## src/rtl/mdu_pkg.sv

```systemverilog
// Shared definitions for the multiply/divide unit and its issue controller:
// 4-bit MD op codes, FSM state type and the start-op classifier.
package mdu_pkg;

  localparam logic [3:0] OP_NONE  = 4'd0;
  localparam logic [3:0] OP_MULT  = 4'd1;
  localparam logic [3:0] OP_MULTU = 4'd2;
  localparam logic [3:0] OP_DIV   = 4'd3;
  localparam logic [3:0] OP_DIVU  = 4'd4;
  localparam logic [3:0] OP_MFHI  = 4'd5;
  localparam logic [3:0] OP_MFLO  = 4'd6;
  localparam logic [3:0] OP_MTHI  = 4'd7;
  localparam logic [3:0] OP_MTLO  = 4'd8;
  localparam logic [3:0] OP_MUL   = 4'd9;

  typedef enum logic {
    ST_IDLE = 1'b0,
    ST_RUN  = 1'b1
  } mdu_state_t;

  // Ops that occupy the arithmetic unit and must be issued to it.
  function automatic logic is_start_op(input logic [3:0] op);
    return (op == OP_MULT) || (op == OP_MULTU) || (op == OP_DIV) ||
           (op == OP_DIVU) || (op == OP_MUL);
  endfunction

endpackage

```

## src/rtl/mdu_watchdog.sv

```systemverilog
// Issue-to-done watchdog: counts RUN cycles and flags an abort when the
// arithmetic unit fails to complete within TIMEOUT_CYC cycles; err is sticky.
module mdu_watchdog #(
  parameter int TIMEOUT_CYC = 16
) (
  input  logic clk,
  input  logic reset,
  input  logic start,
  input  logic run,
  input  logic clear,
  output logic expire,
  output logic err
);

  localparam int CW = $clog2(TIMEOUT_CYC) + 1;
  localparam logic [CW-1:0] LAST = CW'(TIMEOUT_CYC - 1);

  logic [CW-1:0] count;

  // Expiry on the edge closing the TIMEOUT_CYC-th RUN cycle; done/flush win.
  assign expire = run && !clear && (count == LAST);

  always_ff @(posedge clk or posedge reset) begin
    if (reset) begin
      count <= '0;
      err   <= 1'b0;
    end else begin
      if (start) begin
        count <= '0;
      end else if (run) begin
        count <= count + 1'b1;
      end
      if (expire) begin
        err <= 1'b1;
      end
    end
  end

endmodule

```

## src/rtl/mdu_issue_ctrl.sv

```systemverilog
// Issue controller for the multiply/divide unit: issues ops, stalls decode,
// owns HI/LO. Optional watchdog enabled by MDU_ISSUE_CTRL_TIMEOUT_EN.
module mdu_issue_ctrl
  import mdu_pkg::*;
#(
  parameter int TIMEOUT_CYC = 16
) (
  input  logic        clk,
  input  logic        reset,
  input  logic        req,
  input  logic [3:0]  E_sel_MDU,
  input  logic [3:0]  D_sel_MDU,
  input  logic [31:0] E_rs,
  input  logic        mdu_busy,
  input  logic        mdu_done,
  input  logic [63:0] mdu_result,
  output logic        mdu_start,
  output logic        stall,
  output logic [31:0] E_hilo,
  output logic [31:0] hi,
  output logic [31:0] lo,
  output logic        err
);

  mdu_state_t state, state_next;
  logic       mul_op;
  logic       timeout;
  logic       in_run;

  assign in_run = (state == ST_RUN);

`ifdef MDU_ISSUE_CTRL_TIMEOUT_EN
  mdu_watchdog #(
    .TIMEOUT_CYC(TIMEOUT_CYC)
  ) u_watchdog (
    .clk   (clk),
    .reset (reset),
    .start (mdu_start),
    .run   (in_run),
    .clear (req | mdu_done),
    .expire(timeout),
    .err   (err)
  );
`else
  assign timeout = 1'b0;
  assign err     = 1'b0;
`endif

  always_ff @(posedge clk or posedge reset) begin
    if (reset) begin
      state <= ST_IDLE;
    end else begin
      state <= state_next;
    end
  end

  always_comb begin
    state_next = state;
    case (state)
      ST_IDLE: if (mdu_start) state_next = ST_RUN;
      ST_RUN:  if (req || mdu_done || timeout) state_next = ST_IDLE;
      default: state_next = ST_IDLE;
    endcase
  end

  // Outputs are held low while reset is asserted, independent of inputs.
  always_comb begin
    mdu_start = !reset && (state == ST_IDLE) && is_start_op(E_sel_MDU) && !req;
    stall     = !reset && (D_sel_MDU != OP_NONE) && (in_run || mdu_start || mdu_busy);
    case (E_sel_MDU)
      OP_MFHI: E_hilo = hi;
      OP_MFLO: E_hilo = lo;
      default: E_hilo = '0;
    endcase
  end

  // mul writes LO only, so remember the issued op for the done edge.
  always_ff @(posedge clk or posedge reset) begin
    if (reset) begin
      hi     <= '0;
      lo     <= '0;
      mul_op <= 1'b0;
    end else begin
      if (mdu_start) begin
        mul_op <= (E_sel_MDU == OP_MUL);
      end
      if (in_run && mdu_done && !req) begin
        lo <= mdu_result[31:0];
        if (!mul_op) begin
          hi <= mdu_result[63:32];
        end
      end
      if ((state == ST_IDLE) && !req) begin
        if (E_sel_MDU == OP_MTHI) hi <= E_rs;
        if (E_sel_MDU == OP_MTLO) lo <= E_rs;
      end
    end
  end

endmodule

```

## config.mk

```make
export PLATFORM = sky130hd
export DESIGN_NAME = mdu_issue_ctrl
export DESIGN_NICKNAME = d
export VERILOG_FILES = /design/src/rtl/mdu_pkg.sv /design/src/rtl/mdu_watchdog.sv /design/src/rtl/mdu_issue_ctrl.sv
export SDC_FILE = /design/constraint.sdc
export NUM_CORES = 1
export LEC_CHECK = 0
export ABC_AREA = 0
export BUFFER_PORTS_ARGS = -buffer_cell sky130_fd_sc_hd__buf_2
export CAP_MARGIN = 40
export CORE_ASPECT_RATIO = 0.5
export CORE_MARGIN = 2
export CORE_UTILIZATION = 46
export DETAILED_ROUTE_END_ITERATION = 8
export GPL_TIMING_DRIVEN = 0
export PLACE_DENSITY = 0.81
export SLEW_MARGIN = 20
export SYNTH_ARGS = -nofsm -noshare
export SYNTH_HDL_FRONTEND = slang
export SYNTH_HIERARCHICAL = 1
export SYNTH_SLANG_ARGS = --single-unit
```

## constraint.sdc

```tcl
create_clock -name clk -period 2.41 [get_ports clk]
set_input_delay 0.241 -clock clk [delete_from_list [all_inputs] [get_ports clk]]
set_output_delay 0.241 -clock clk [all_outputs]
set_load 0.03 [all_outputs]
```

==> out/results.md <==
| Result | Reported |
| --- | --- |
| Clock-pin slew reported for the worst setup and hold paths after clock tree synthesis | 0.06 ns |
| Cell depth of the worst hold path | 2 |
| Fraction of registers with async set/reset | 100% |
| Sequential group share of total power | 32.1% |
| Placer's final routability congestion estimate | 0.830 |
| Unique masters post-synth | 30 |
| Top_reg_cell synth | sky130_fd_sc_hd__dfrtp_1 |
| Total I/O pin count | 208 |
| Cts hold-fix bufs | 1 |
| GR Util All Layers | 24.8% |
| Post-CTS Setup Repair Bufs | 0 |
| Number of warnings reported in the yosys synthesis log | 6 |
| Critical path class | in2out |
| Pins over their slew limit | 0 |
| Count of mapped cells out of synthesis | 273 |
| Std cell rows | 23 |
| Ratio of cells with drive above 1 in the final layout | 74.9% |
| CP most frequent cell | sky130_fd_sc_hd__buf_2 |
| Half-perimeter wire length of the detailed placement result | 8330 um |
| Deepest level of the CTS H-tree | 3 |
| Die area | 0.00937 mm^2 |
| Routed length on met1 | 4470 um |
| Total of max-cap violations | 0 |
| LEAKAGE | 2.93 nW |
| Initial Util | 48.4% |
| CTS Sinks | 66 |
| Commonest cells after routing, fill and taps aside | 218 x sky130_fd_sc_hd__buf_2, 66 x sky130_fd_sc_hd__mux2_2, 66 x sky130_fd_sc_hd__dfrtp_1 |
| Uppermost routed layer | met4 |
| Delay-heaviest family, CP | buffers and inverters |
| Synthesized cell area | 0.00394 mm^2 |
| Number of synthesized register bits | 66 |
| Inserted Clock Buffers | 9 |
| Synth Net Count | 382 |
| Element type at the critical path start | primary input |
| Worst clock skew | 0.00391 ns |
| Die span in y | 69.5 um |
| Number of inserted diodes | 0 |
| Data arrival, critical path | 1.88 ns |
| Cell-by-cell trace of the critical path | dlygate4sd3_1 > buf_2 > clkinvlp_4 > o41ai_1 > a21oi_1 > buf_2 |
| Status | finished clean |
| RSZ-0062 raised after global routing | no |
| CTS Root Buffer Type | sky130_fd_sc_hd__clkbuf_16 |
| DIE WIDTH | 135 um |
| Number of vias in the routed layout | 3159 |
| Internal power consumption | 3.42 mW |
| Pwr dens | 985 mW/mm^2 |
| Pin slew with the least headroom to its limit | 0.633 ns |
| Fraction of the cycle the final worst path needs | 88.0% |
| Relative slew slack | 57.7% |
| Minimum period implied by the final worst setup slack | 2.12 ns |
| CP bufs+invs | 4 |
| Core Footprint | 0.00814 mm^2 |
| Setup-failing EPs final | 0 |
| Critical-path top delay cell | sky130_fd_sc_hd__dlygate4sd3_1 |
| Total chip power | 5.42 mW |
| Cts repair resizes | 0 |
| Peak ir drop on the vdd network | 0.000570 V |
| Largest net degree at the start of global routing | 28 |
| Crit path max fanout | 24 |
| Antenna Violating Nets Remaining | 0 |
| Number of buffers between clock root and the deepest sink | 2 |
| Commonest non-fill, non-tap cell in the layout | sky130_fd_sc_hd__buf_2 |
| Insertion delay of the later-clocked pin in the worst-skew pair | 0.34 ns |
| # port buffers | 206 |
| Final global-route overflow total | 0 |
| First-pass GRT wire length | 17800 um |
| Crit. End Element | primary output |
| Wire length on met3 | 566 um |
| Share of synthesized area occupied by flip-flops and latches | 41.9% |
| Total negative slack | 0 ns |
| Achievable clock frequency | 472 MHz |
| Post-detailed-route via-to-cell ratio | 5.18 |
| Aggregate routed wire length | 11100 um |
| Number of flops mapped to enable cells by yosys | 0 |
| DRT iter0 DRCs | 123 |
| Clock share of power | 26.5% |
| Data required time of the worst path | 2.17 ns |
| Number of nets at the end of the flow | 602 |
| Area delta synth->final | 39.6% |
| Sw Share | 36.8% |
| Post-DR wirelength/cell | 18.3 um |
| Clock tree from TritonCTS | built |
| Average size of a mapped cell | 14.4 um^2 |
| Routed met2 length | 5810 um |
| Initial antenna violation count | 0 |
| Stages on the worst setup path | 6 |
| Number of global-route vias before repair | 3475 |
| Slowest cell delay on critical path | 0.52 ns |
| Number of hold violations in the final report | 0 |
| Hold/Removal Path Class | in2reg |
| DRC violations left | 0 |
| Combinational Power Share | 41.4% |
| Number of cells traversed by the worst register-to-register path | 5 |
| Number of detailed-routing iterations run before antenna repair | 5 |
| Switching pwr | 2.00 mW |
## flip-flops by register name (all words and copies together), names as in the netlist
name    flops
mul_op      1
lo         32
in_run      1
hi         32
## Yosys cell counts, types with 2 or more instances
master / count / area, um^2
sky130_fd_sc_hd__a22o_1: 32 / 280
sky130_fd_sc_hd__buf_12: 3 / 60.1
sky130_fd_sc_hd__buf_2: 12 / 60.1
sky130_fd_sc_hd__buf_4: 2 / 15.0
sky130_fd_sc_hd__buf_6: 3 / 33.8
sky130_fd_sc_hd__clkbuf_1: 2 / 7.51
sky130_fd_sc_hd__dfrtp_1: 66 / 1650
sky130_fd_sc_hd__inv_1: 3 / 11.3
sky130_fd_sc_hd__mux2_1: 2 / 22.5
sky130_fd_sc_hd__mux2_2: 66 / 743
sky130_fd_sc_hd__mux2_4: 60 / 901
sky130_fd_sc_hd__nor2_1: 2 / 7.51
sky130_fd_sc_hd__o21ai_0: 3 / 15.0
## final timing paths
path                       startpoint     end  slack [ns]
min in group asynchronous       reset  lo[25]        0.54
min reg2reg                    mul_op  mul_op        0.56
max reg2reg                    in_run  hi[10]        0.61
max                             reset   stall        0.29
max in group asynchronous       reset  lo[10]        1.34
min                          E_rs[11]  hi[11]        0.15
## logic make-up (layout without fill, tap and decap cells)
kind of cell           count (synthesis)  after routing  synth area share [%]
AOI/OAI and AO/OA                     39             39                  8.28
buffers and inverters                 25            250                  4.76
DFF                                   66             66                  41.9
muxes                                128            128                  42.3
other                                  1              1                0.0951
and+or+nand+nor                       14             14                  2.70
## per-stage QoR
| step | instance area [um^2] | hold WS [ns] | std cells | setup slack, ns | utilization (%) |
|---|---|---|---|---|---|
| after floorplan | 3950 | 0.348 | 273 | 0.512 | - |
| after global placement | 5120 | 0.487 | 591 | 0.00763 | 62.8 |
| final | 5500 | 0.146 | 610 | 0.290 | 67.6 |
| after CTS | 5500 | 0.136 | 610 | 0.280 | 67.6 |
| after detailed placement | 5160 | 0.350 | 593 | 0.468 | 63.4 |
| after global routing | 5500 | 0.140 | 610 | 0.148 | 67.6 |
## power groups by stage
stage	logic (mW)	clock network, mW	registers (mW)
after floorplan	0.943	0	2.39
after global routing	2.37	1.51	1.79
after CTS	2.26	1.46	1.73
after global placement	2.19	0	1.73
final	2.25	1.43	1.74
after detailed placement	2.25	0	1.74
## per-layer routing
metal	up-vias	GRT usage (%)
met5	-	0
met1	1568	29.3
met4	0	9.36
met3	26	6.29
li1	1460	-
met2	105	43.7
## layout make-up
type                    instances  area, um^2
multi-input cells             182        2100
inverters                       3        15.0
plain buffers                  22         176
repair buffers                209        1090
well taps                     112         140
clock buffers                  10         239
clock inverters                 6        90.1
flip-flops and latches         66        1650
fillers                       609        2640
## worst register-to-register path, delay by kind of cell, from the launching register on
family,cells,cell delay (ns)
buf+inv,2,0.40
flops,1,0.46
mux,2,0.58
simple gates,1,0.25
(Power assumes the default switching activity.)
